## src/rtl/jt12_wrq_pkg.sv

```systemverilog
// Shared definitions for the jt12 host write queue: FSM state codes and
// queue entry width ({addr[1:0], din[7:0]}).
package jt12_wrq_pkg;

  localparam int unsigned ENTRY_W = 10;

  typedef enum logic [2:0] {
    ST_IDLE      = 3'd0,
    ST_ISSUE     = 3'd1,
    ST_GAP       = 3'd2,
    ST_WAIT_RISE = 3'd3,
    ST_WAIT_FALL = 3'd4
  } state_e;

endpackage

```

## src/rtl/jt12_wrq_if.sv

```systemverilog
// Register-file write port seen from the queue.
//   write : one-cycle write strobe
//   addr  : register-file address presented with write
//   din   : data presented with write
//   busy  : register file busy (rises the cycle after a data-write strobe)
// master = queue side (drives write/addr/din), slave = register-file side.
interface jt12_wrq_if;
  logic       write;
  logic [1:0] addr;
  logic [7:0] din;
  logic       busy;

  modport master (output write, output addr, output din, input busy);
  modport slave  (input write, input addr, input din, output busy);
endinterface

```

## src/rtl/jt12_fifo_sync.sv

```systemverilog
// Generic single-clock FIFO, depth 2**AW.
//   push/din     : write side; push while full is ignored
//   pop/dout     : read side; dout shows the head entry, pop while empty ignored
//   full/empty   : status from current level (sampled before same-cycle pop)
//   level        : entries held (0..2**AW)
// rst flushes pointers and level; storage is not reset.
module jt12_fifo_sync #(
  parameter int unsigned WIDTH = 10,
  parameter int unsigned AW    = 4
) (
  input  logic             clk,
  input  logic             rst,
  input  logic             push,
  input  logic [WIDTH-1:0] din,
  input  logic             pop,
  output logic [WIDTH-1:0] dout,
  output logic             full,
  output logic             empty,
  output logic [AW:0]      level
);

  localparam int unsigned DEPTH = 2**AW;

  logic [WIDTH-1:0] mem [DEPTH];
  logic [AW-1:0]    wr_ptr_q, wr_ptr_d;
  logic [AW-1:0]    rd_ptr_q, rd_ptr_d;
  logic [AW:0]      level_q, level_d;
  logic             do_push, do_pop;

  always_comb begin
    full     = (level_q == (AW+1)'(DEPTH));
    empty    = (level_q == '0);
    do_push  = push && !full;
    do_pop   = pop && !empty;
    wr_ptr_d = wr_ptr_q;
    rd_ptr_d = rd_ptr_q;
    level_d  = level_q;
    if (do_push) wr_ptr_d = wr_ptr_q + AW'(1);
    if (do_pop)  rd_ptr_d = rd_ptr_q + AW'(1);
    if (do_push && !do_pop)      level_d = level_q + (AW+1)'(1);
    else if (!do_push && do_pop) level_d = level_q - (AW+1)'(1);
  end

  always_ff @(posedge clk) begin
    if (rst) begin
      wr_ptr_q <= '0;
      rd_ptr_q <= '0;
      level_q  <= '0;
    end else begin
      wr_ptr_q <= wr_ptr_d;
      rd_ptr_q <= rd_ptr_d;
      level_q  <= level_d;
    end
  end

  always_ff @(posedge clk) begin
    if (do_push) mem[wr_ptr_q] <= din;
  end

  assign dout  = mem[rd_ptr_q];
  assign level = level_q;

endmodule

```

## src/rtl/jt12_wrq.sv

```systemverilog
// Host-side write queue in front of the jt12 register file.
// Buffers host writes {host_addr, host_din} and replays them on the
// register-file port (mmr) while respecting its busy flag.
//   clk, rst          : clock, synchronous active-high reset
//   host_wr/addr/din  : push one entry per cycle while high
//   host_full         : queue full, pushes dropped
//   host_ovf/host_clr : sticky drop flag and its clear (set wins)
//   level             : entries queued
//   idle              : queue empty, FSM idle and busy low
//   mmr               : register-file write port (registered outputs)
module jt12_wrq
  import jt12_wrq_pkg::*;
#(
  parameter int unsigned AW      = 4,
  parameter int unsigned TO_RISE = 2
) (
  input  logic        clk,
  input  logic        rst,
  input  logic        host_wr,
  input  logic [1:0]  host_addr,
  input  logic [7:0]  host_din,
  output logic        host_full,
  output logic        host_ovf,
  input  logic        host_clr,
  output logic [AW:0] level,
  output logic        idle,
  jt12_wrq_if.master  mmr
);

  localparam int unsigned CW = $clog2(TO_RISE + 1);

  logic [ENTRY_W-1:0] head;
  logic               fifo_empty;
  logic               pop;

  state_e             state_q, state_d;
  logic [CW-1:0]      rise_cnt_q, rise_cnt_d;
  logic               write_q, write_d;
  logic [1:0]         addr_q, addr_d;
  logic [7:0]         din_q, din_d;
  logic               ovf_q, ovf_d;

  jt12_fifo_sync #(
    .WIDTH (ENTRY_W),
    .AW    (AW)
  ) u_fifo (
    .clk   (clk),
    .rst   (rst),
    .push  (host_wr),
    .din   ({host_addr, host_din}),
    .pop   (pop),
    .dout  (head),
    .full  (host_full),
    .empty (fifo_empty),
    .level (level)
  );

  always_comb begin
    state_d    = state_q;
    rise_cnt_d = rise_cnt_q;
    write_d    = 1'b0;
    addr_d     = addr_q;
    din_d      = din_q;
    pop        = 1'b0;
    unique case (state_q)
      ST_IDLE: begin
        if (!fifo_empty && !mmr.busy) begin
          pop              = 1'b1;
          write_d          = 1'b1;
          {addr_d, din_d}  = head;
          state_d          = ST_ISSUE;
        end
      end
      ST_ISSUE: begin
        rise_cnt_d = '0;
        // Data writes (addr[0]=1) make the register file busy; address writes do not.
        state_d    = addr_q[0] ? ST_WAIT_RISE : ST_GAP;
      end
      ST_GAP: state_d = ST_IDLE;
      ST_WAIT_RISE: begin
        if (mmr.busy)                            state_d = ST_WAIT_FALL;
        else if (rise_cnt_q == CW'(TO_RISE - 1)) state_d = ST_IDLE;
        else                                     rise_cnt_d = rise_cnt_q + CW'(1);
      end
      ST_WAIT_FALL: begin
        if (!mmr.busy) state_d = ST_IDLE;
      end
      default: state_d = ST_IDLE;
    endcase
  end

  always_comb begin
    ovf_d = ovf_q;
    if (host_clr)             ovf_d = 1'b0;
    if (host_wr && host_full) ovf_d = 1'b1;
  end

  always_ff @(posedge clk) begin
    if (rst) begin
      state_q    <= ST_IDLE;
      rise_cnt_q <= '0;
      write_q    <= 1'b0;
      addr_q     <= '0;
      din_q      <= '0;
      ovf_q      <= 1'b0;
    end else begin
      state_q    <= state_d;
      rise_cnt_q <= rise_cnt_d;
      write_q    <= write_d;
      addr_q     <= addr_d;
      din_q      <= din_d;
      ovf_q      <= ovf_d;
    end
  end

  assign mmr.write = write_q;
  assign mmr.addr  = addr_q;
  assign mmr.din   = din_q;
  assign host_ovf  = ovf_q;
  assign idle      = fifo_empty && (state_q == ST_IDLE) && !mmr.busy;

endmodule

```

## src/flat_wrapper.sv

```systemverilog
// flat-port wrapper written by rule: the top's interface ports become plain ports
module jt12_wrq_flat import jt12_wrq_pkg::*;
#(
  parameter int unsigned AW      = 4,
  parameter int unsigned TO_RISE = 2
)
  (clk, rst, host_wr, host_addr, host_din, host_full, host_ovf, host_clr, level, idle, mmr_write, mmr_addr, mmr_din, mmr_busy);
  jt12_wrq_if mmr_i ();
  input  logic clk;
  input  logic rst;
  input  logic host_wr;
  input  logic [1:0] host_addr;
  input  logic [7:0] host_din;
  output logic host_full;
  output logic host_ovf;
  input  logic host_clr;
  output logic [AW:0] level;
  output logic idle;
  output wire logic [$bits(mmr_i.write)-1:0] mmr_write;
  output wire logic [$bits(mmr_i.addr)-1:0] mmr_addr;
  output wire logic [$bits(mmr_i.din)-1:0] mmr_din;
  input wire logic [$bits(mmr_i.busy)-1:0] mmr_busy;
  assign mmr_write = mmr_i.write;
  assign mmr_addr = mmr_i.addr;
  assign mmr_din = mmr_i.din;
  assign mmr_i.busy = mmr_busy;
  jt12_wrq #(.AW(AW), .TO_RISE(TO_RISE)) u_core (.clk(clk), .rst(rst), .host_wr(host_wr), .host_addr(host_addr), .host_din(host_din), .host_full(host_full), .host_ovf(host_ovf), .host_clr(host_clr), .level(level), .idle(idle), .mmr(mmr_i));
endmodule
```

## config.mk

```make
export PLATFORM = sky130hd
export DESIGN_NAME = jt12_wrq_flat
export DESIGN_NICKNAME = d
export VERILOG_FILES = /design/src/rtl/jt12_wrq_pkg.sv /design/src/rtl/jt12_wrq_if.sv /design/src/rtl/jt12_fifo_sync.sv /design/src/rtl/jt12_wrq.sv /design/src/flat_wrapper.sv
export SDC_FILE = /design/constraint.sdc
export NUM_CORES = 1
export LEC_CHECK = 0
export CAP_MARGIN = 15
export CORE_MARGIN = 10
export CORE_UTILIZATION = 60
export CTS_BUF_LIST = sky130_fd_sc_hd__clkbuf_2 sky130_fd_sc_hd__clkbuf_4 sky130_fd_sc_hd__clkbuf_8
export DETAILED_ROUTE_END_ITERATION = 10
export HOLD_SLACK_MARGIN = 0.15
export PLACE_DENSITY = 0.84
export SYNTH_ARGS = -nofsm -noshare
export SYNTH_HDL_FRONTEND = slang
export SYNTH_HIERARCHICAL = 1
export SYNTH_SLANG_ARGS = --single-unit
```

## constraint.sdc

```tcl
create_clock -name clk -period 9.2 [get_ports clk]
set_input_delay 1.38 -clock clk [delete_from_list [all_inputs] [get_ports clk]]
set_output_delay 1.38 -clock clk [all_outputs]
set_load 0.1 [all_outputs]
```

==> impl_summary.log, run 1 <==
INFO  metric status = completed
INFO  metric period_needed = 4.816 ns
INFO  metric detail_route.vias_per_cell = 6.121
INFO  metric finish.utilization = 0.6817
INFO  metric setup_viol_count_final = 0
INFO  metric synth.net_count = roughly 470
INFO  metric placed_cell_area = 8167 sq um
INFO  metric slew_headroom = 0.2551
INFO  metric pwr_density_cell = between 200 and 300 nW/um^2
INFO  metric syn_to_layout_area_delta = 11.66%
INFO  metric layout_worst_path_cycle_share = 0.5234
INFO  metric detail_route.wl_per_cell = between 20 and 25 um
INFO  metric synth_sequential_area_ratio = 0.7119
INFO  metric clock.fmax = 207.7 MHz
INFO  metric gp_routability_congestion = a little under 0.8
INFO  metric final_hold_viol_count = 0
INFO  metric h-tree-depth = 4
INFO  metric worst_ir_drop_vdd = around 130 uV
INFO  metric timing_worst_setup_path_type = in -> out
INFO  metric tritoncts_buffer_count = 17
INFO  metric floorplan.die.width = between 100 and 150 um
INFO  metric launching_element_of_the_worst_setup_path = mmr_busy
INFO  metric worst_hold_startpoint = u_core/mmr.din[5]
INFO  metric clk_path_buf_depth = 2
INFO  metric fin_setup_tns = 0 ns
INFO  metric synth_edf_count = 160
INFO  metric initial_utilization = 0.6105
INFO  metric max_cap_viol_count = 0
INFO  metric final_antenna_net_count = 0
INFO  metric grt_most_used_layer = met2
INFO  metric ys_warn_count = 6
INFO  metric number_of_remaining_drc_errors = 0
INFO  metric clkSlewWorstSetupHoldPaths = roughly 0.09 ns
INFO  metric grt.overflow.total = 0
INFO  metric dp_cells = approximately 620
INFO  metric synth_seq_cells = 194
INFO  metric design.final.nets = about 500
INFO  metric syn_avg_cell_area = roughly 18 sq um
INFO  metric syn-cell-area = 7705 sq um
INFO  metric io-pin-count = 34
INFO  metric detailedPlacementHpwl = roughly 9400 um
INFO  metric critPathMaxFanout = 7
INFO  metric num_rows = 41
INFO  metric place_worst_setup_slack = between 4 and 5 ns
INFO  metric antenna_found_initial = 0
INFO  metric startpoint_type = input pin
INFO  metric instances_no_fill = 655
INFO  metric ff2ff_path_depth = 11
INFO  metric number_of_clock_sinks = 194
INFO  metric tritoncts = built
INFO  metric grt_pass1_vias = roughly 4,000
INFO  metric cts_setup_buffers = 0
INFO  metric fin_worst_hold_slack = 0.4819 ns
INFO  metric final.setup.worst_slack = 4.384 ns
INFO  metric crit_path_capture_type = output pin
INFO  metric first_iter_violations = just under 400
INFO  metric global_routing_met3_resource_utilization = 0.05639
INFO  metric grt.total_usage = 0.1707
INFO  metric clock_skew = about 0.016 ns
INFO  metric grt_first_pass_wirelength = 23,120 um
INFO  metric grt_max_degree = 45
INFO  metric holdCritPathClass = reg -> reg
INFO  metric detailedRoute.firstPassIterationCount = 5
INFO  metric drive_above_1_share = 0.1718
INFO  metric leakage = roughly 2.8 nW
INFO  metric antennaDiodeCount = 0
INFO  metric dieArea = ~18,000 sq um
INFO  metric die_y = roughly 130 um
INFO  metric ctsHoldBuffers = 0
INFO  metric finish.instance_area = about 8600 sq um
INFO  metric fraction_of_registers_with_async_set_reset = 0
INFO  metric timing.hold.worst_path_depth = 2
INFO  metric grt_util_met2 = 0.2723
INFO  metric core-area = between 10,000 and 15,000 sq um
INFO  metric grt_setup_unrepaired = no
INFO  metric design_power_total = between 2 and 2.5 mW
INFO  metric slew_violations = 0
INFO  metric arrival = around 3.4 ns
INFO  metric reg2reg_slack = ~5.6 ns
INFO  metric worst_ep_required = slightly below 8 ns
INFO  metric vias = about 4,000
INFO  metric cts_repair_resize_count = 0
INFO  metric root_buffer = sky130_fd_sc_hd__clkbuf_8
INFO  metric route.final.wire_length = roughly 15,000 um
INFO  metric yosys_most_used_dff = sky130_fd_sc_hd__edfxtp_1
INFO  metric io_buffers = 33
INFO  metric netlist-cell-type-count = 44
INFO  metric worst_skew_pair.late_latency = about 0.47 ns
INFO  metric number_of_instances_in_the_synthesized_netlist = roughly 440
INFO  metric grt_util_met1 = 0.2120
INFO  metric reg2reg_from = u_core/u_fifo/level[0]
INFO  metric slew_at_the_pin_with_the_worst_max_slew_slack = between 1 and 1.5 ns
[layer usage]
metal | vias to the layer above | part of all wire
li1 | 1773 | -
met1 | 2061 | 0.41
met2 | 154 | 0.50
met3 | 21 | 0.074
met4 | 0 | 0.016
met5 | - | 0
[sequential cells by signal, summed over array words and instances, names as in the netlist, named ones only]
name,flops
u_core/u_fifo/level,5
u_core/host_ovf,1
u_core/u_fifo/rd_ptr_q,4
u_core/rise_cnt_q,2
u_core/u_fifo/wr_ptr_q,4
u_core/mmr.din,8
u_core/mmr.write,1
u_core/mmr.addr,2
u_core/state_q,3
u_core/u_fifo/mem,160
[cell usage in the layout (no fill, tap or decap), types with 4 or more instances in the layout]
cell type                         synthesis  final
sky130_fd_sc_hd__a21oi_1                  6      6
sky130_fd_sc_hd__a22oi_1                 21     21
sky130_fd_sc_hd__bufinv_16                0      4
sky130_fd_sc_hd__clkbuf_8                 0     17
sky130_fd_sc_hd__clkdlybuf4s50_1          0     33
sky130_fd_sc_hd__dfxtp_1                 34     33
sky130_fd_sc_hd__edfxtp_1               160    160
sky130_fd_sc_hd__ha_1                    10     10
sky130_fd_sc_hd__inv_1                    6      6
sky130_fd_sc_hd__inv_6                    0      4
sky130_fd_sc_hd__mux2i_1                 13     13
sky130_fd_sc_hd__mux4_2                  40     40
sky130_fd_sc_hd__nand2_1                 17     17
sky130_fd_sc_hd__nand2b_1                24     24
sky130_fd_sc_hd__nor2_1                  34     34
sky130_fd_sc_hd__nor2b_1                  4      4
sky130_fd_sc_hd__nor3_2                   0      4
sky130_fd_sc_hd__o211ai_1                 4      4
sky130_fd_sc_hd__xor2_1                   6      6
[layout make-up]
class	instances	area (sq um)
repair buffers	36	352.8
well taps	172	215.2
fillers	829	4016
inverters	6	22.52
flip-flops and latches	194	5487
clock buffers	17	234.0
clock inverters	15	202.7
multi-input cells	215	2090
[cells in the mapped netlist, drive strengths merged, types with 2 or more instances]
library cell,n,share of area
edfxtp,160,0.62
mux4,40,0.12
dfxtp,34,0.088
nor2,34,0.017
nand2b,24,0.019
a22oi,21,0.020
nand2,17,0.0083
clkbuf,13,0.0063
mux2i,13,0.017
buf,11,0.010
ha,10,0.016
a21oi,6,0.0039
inv,6,0.0029
xor2,6,0.0068
nor3,5,0.0032
o211ai,5,0.0055
nor2b,4,0.0032
nor4,3,0.0032
a31oi,2,0.0016
and2,2,0.0018
and3,2,0.0016
nand3,2,0.0013
nor3b,2,0.0019
o21a,2,0.0019
o21ai,2,0.0018
xnor2,2,0.0023
[worst max-delay path: stages]
cell	delay [ns]
sky130_fd_sc_hd__clkdlybuf4s50_1	0.53
sky130_fd_sc_hd__nor4_2	0.21
sky130_fd_sc_hd__and2_2	0.18
sky130_fd_sc_hd__clkdlybuf4s50_1	1.13
[power by group]
part | leakage, nW | internal [mW] | switching, mW
sequential | 1.72 | 1.01 | 0.0388
combinational | 0.839 | 0.197 | 0.394
clock | 0.216 | 0.299 | 0.296
total | 2.78 | 1.50 | 0.728
[kinds of logic after synthesis]
logic type / Yosys count / share of synthesized area
AO/OA/AOI/OAI: 42 / 0.03930
XOR/XNOR: 8 / 0.009094
adder cells (fa/ha/maj): 11 / 0.01884
buffers and inverters: 30 / 0.01949
flip-flops: 194 / 0.7119
multiplexers: 54 / 0.1353
AND/OR/NAND/NOR: 100 / 0.06609
[path summary, 6_finish.rpt]
kind | end
worst max-delay path | idle
worst min-delay path | u_core/mmr.din[5]
worst min register to register | u_core/mmr.din[5]
worst max register to register | u_core/u_fifo/level[4]
Note: power is estimated with default switching activity, not from simulation.
==> inputs of run 2 (changes only) <==
==> constraint.sdc (replaced) <==
create_clock -name clk -period 4.92 [get_ports clk]
set_input_delay 0.738 -clock clk [delete_from_list [all_inputs] [get_ports clk]]
set_output_delay 0.738 -clock clk [all_outputs]
set_load 0.1 [all_outputs]
==> impl_summary.log, run 2 (synthesis results as in run 1) <==
INFO  metric grt_first_pass_wirelength = 22,540 um (-2.5%)
INFO  metric route.final.wire_length = 14,050 um (-4.0%)
INFO  metric drive_above_1_share = 0.1781 (+0.006211)
INFO  metric detailedPlacementHpwl = 9208 um (-1.5%)
INFO  metric max_cap_viol_count = 0 (unchanged)
INFO  metric period_needed = 3.826 ns
INFO  metric multi_input_area = 2090 sq um (unchanged)
INFO  metric arrival = 3.09 ns (-0.35 ns)
INFO  metric grt_pass1_vias = 4,049 (+0.074%)
INFO  metric leakage = 2.762 nW (-0.55%)
INFO  metric crit_end = idle
INFO  metric reg2reg_slack = 1.44 ns (-4.20 ns)
INFO  metric core-area = 12,620 sq um (unchanged)
INFO  metric antenna_found_initial = 0 (unchanged)
INFO  metric timing_worst_setup_path_type = reg -> out
INFO  metric die_y = 133.3 um (unchanged)
INFO  metric detail_route.vias_per_cell = 6.031 (-1.5%)
INFO  metric vias = 3,950 (-1.5%)
INFO  metric grt_setup_unrepaired = no
INFO  metric io-pin-count = 34 (unchanged)
INFO  metric launching_element_of_the_worst_setup_path = u_core/u_fifo/level[0]
INFO  metric setup_viol_count_final = 0 (unchanged)
INFO  metric largest_register_ffs = 160 (unchanged)
INFO  metric critPathMaxFanout = 8 (+1)
INFO  metric initial_utilization = 0.6105 (unchanged)
INFO  metric tritoncts_buffer_count = 17 (unchanged)
INFO  metric final_antenna_net_count = 0 (unchanged)
INFO  metric ctsHoldBuffers = 0 (unchanged)
INFO  metric syn_to_layout_area_delta = 11.45%
INFO  metric cp.depth = 4 (unchanged)
INFO  metric cts_setup_buffers = 0 (unchanged)
INFO  metric floorplan.die.width = 133.3 um (unchanged)
INFO  metric timing.critical_path.buf_inv = 1 (-1)
INFO  metric reg2reg_from = u_core/u_fifo/level[0]
INFO  metric largest_register = u_core/u_fifo/mem
INFO  metric seq_area = 5487 sq um (unchanged)
INFO  metric fin_setup_tns = 0 ns (unchanged)
INFO  metric slowest_stage = sky130_fd_sc_hd__clkdlybuf4s50_1
INFO  metric clock.fmax = between 200 and 300 MHz
INFO  metric num_rows = 41 (unchanged)
INFO  metric grt.overflow.total = 0 (unchanged)
INFO  metric holdCritPathClass = reg -> reg
INFO  metric tritoncts = built
INFO  metric clkSlewWorstSetupHoldPaths = 0.09 ns (about the same)
INFO  metric placed_cell_area = 8167 sq um (unchanged)
INFO  metric pwr_density_cell = 475.4 nW/um^2 (+83%)
INFO  metric slew_violations = 0 (unchanged)
INFO  metric antennaDiodeCount = 0 (unchanged)
INFO  metric grt_max_degree = 45 (unchanged)
INFO  metric number_of_remaining_drc_errors = 0 (unchanged)
INFO  metric worst_ep_required = 4.18 ns (-3.64 ns)
INFO  metric startpoint_type = flop
INFO  metric grt.total_usage = 0.1658 (-0.004905)
INFO  metric first_iter_violations = 361 (-7.0%)
INFO  metric crit_path_capture_type = output pin
INFO  metric h-tree-depth = 4 (unchanged)
INFO  metric number_of_clock_sinks = 194 (unchanged)
INFO  metric design.final.nets = 496 (unchanged)
INFO  metric crit_path_cell_trace = or4_1 > nor2_1 > and2_2 > clkdlybuf4s50_1
INFO  metric status = completed
INFO  metric worst_skew_pair.late_latency = 0.47 ns (about the same)
INFO  metric fill_cells = 826 (-0.36%)
INFO  metric detailedRoute.firstPassIterationCount = 5 (unchanged)
INFO  metric clock_skew = 0.01015 ns (-0.006096 ns)
INFO  metric slew_at_the_pin_with_the_worst_max_slew_slack = 1.122 ns (+0.009123 ns)
INFO  metric worst_path_dominant_cell_family = buffers and inverters
INFO  metric dieArea = 17,770 sq um (unchanged)
INFO  metric layout_worst_path_cycle_share = 0.7777
INFO  metric mostFrequentLayoutCells = sky130_fd_sc_hd__edfxtp_1, sky130_fd_sc_hd__mux4_2, sky130_fd_sc_hd__nor2_1
INFO  metric io_buffers = 33 (unchanged)
INFO  metric detail_route.wl_per_cell = 21.45 um (-4.0%)
INFO  metric finish.instance_area = 8587 sq um (-0.19%)
INFO  metric slew_headroom = 0.2490 (-0.006104)
INFO  metric timing.critical_path.slowest_cell_delay = 1.12 ns (about the same)
INFO  metric root_buffer = sky130_fd_sc_hd__clkbuf_8
INFO  metric clk_path_buf_depth = 2 (unchanged)
INFO  metric mostFrequentLayoutCell = sky130_fd_sc_hd__edfxtp_1
INFO  metric cts_repair_resize_count = 0 (unchanged)
INFO  metric final_hold_viol_count = 0 (unchanged)
INFO  metric gp_routability_congestion = 0.7676 (-1.9%)
INFO  metric worst_ir_drop_vdd = 285.7 uV (+130%)
INFO  metric ff2ff_path_depth = 11 (unchanged)
INFO  metric rr_endpoint = u_core/u_fifo/level[4]
run 2: power breakdown:
| group | internal (mW) | switching [mW] | leakage (nW) |
|---|---|---|---|
| Clock | 0.432 | 0.605 | 0.201 |
| Combinational | 0.367 | 0.700 | 0.839 |
| Sequential | 1.88 | 0.0953 | 1.72 |
| Total | 2.68 | 1.40 | 2.76 |
run 2: worst register-to-register path: cells and delay by family, from the launching register on:
kind	cells	cell delay [ns]
flip-flops	1	0.38
multiplexers	1	0.36
AND/OR/NAND/NOR	3	1.33
adder cells (fa/ha/maj)	2	0.55
AO/OA/AOI/OAI	4	0.65
buffers and inverters	1	0.11
run 2: routing by layer:
metal  GRT usage  wire length, um  vias up
met2      0.2665             6983      157
met3     0.04323             1028       17
met1      0.2126             5854     2001
li1            -                -     1775
met5           0                0        -
met4     0.06227              184        0
run 2: layout make-up:
| type | count | share of cell area |
|---|---|---|
| Inverter | 6 | 0.002623 |
| Timing Repair Buffer | 36 | 0.04109 |
| Tap cell | 172 | 0.02506 |
| Multi-Input combinational cell | 215 | 0.2433 |
| Sequential cell | 194 | 0.6389 |
| Clock inverter | 15 | 0.02171 |
| Clock buffer | 17 | 0.02725 |
run 2: how the worst min path moves through the flow:
stage	from	end	slack, ns	cells past startpoint
floorplan	u_core/rise_cnt_q[1]	u_core/rise_cnt_q[1]	0.45	2
global placement	u_core/host_ovf	u_core/host_ovf	0.46	2
detailed placement	u_core/mmr.din[1]	u_core/mmr.din[1]	0.46	2
CTS	u_core/mmr.din[1]	u_core/mmr.din[1]	0.49	2
global route	u_core/mmr.din[7]	u_core/mmr.din[7]	0.51	2
finish	u_core/mmr.din[0]	u_core/mmr.din[0]	0.49	2
run 2: through the flow:
stage	hold slack, ns	total power, mW	setup WS, ns	instances	util
after global placement	0.4582	3.054	1.365	623	0.6471
after CTS	0.4893	4.113	1.038	655	0.6804
after detailed placement	0.4641	3.089	1.270	623	0.6471
after global routing	0.5090	4.264	0.9513	655	0.6804
after floorplan	0.4539	2.859	1.347	439	-
final	0.4888	4.082	1.094	655	0.6804
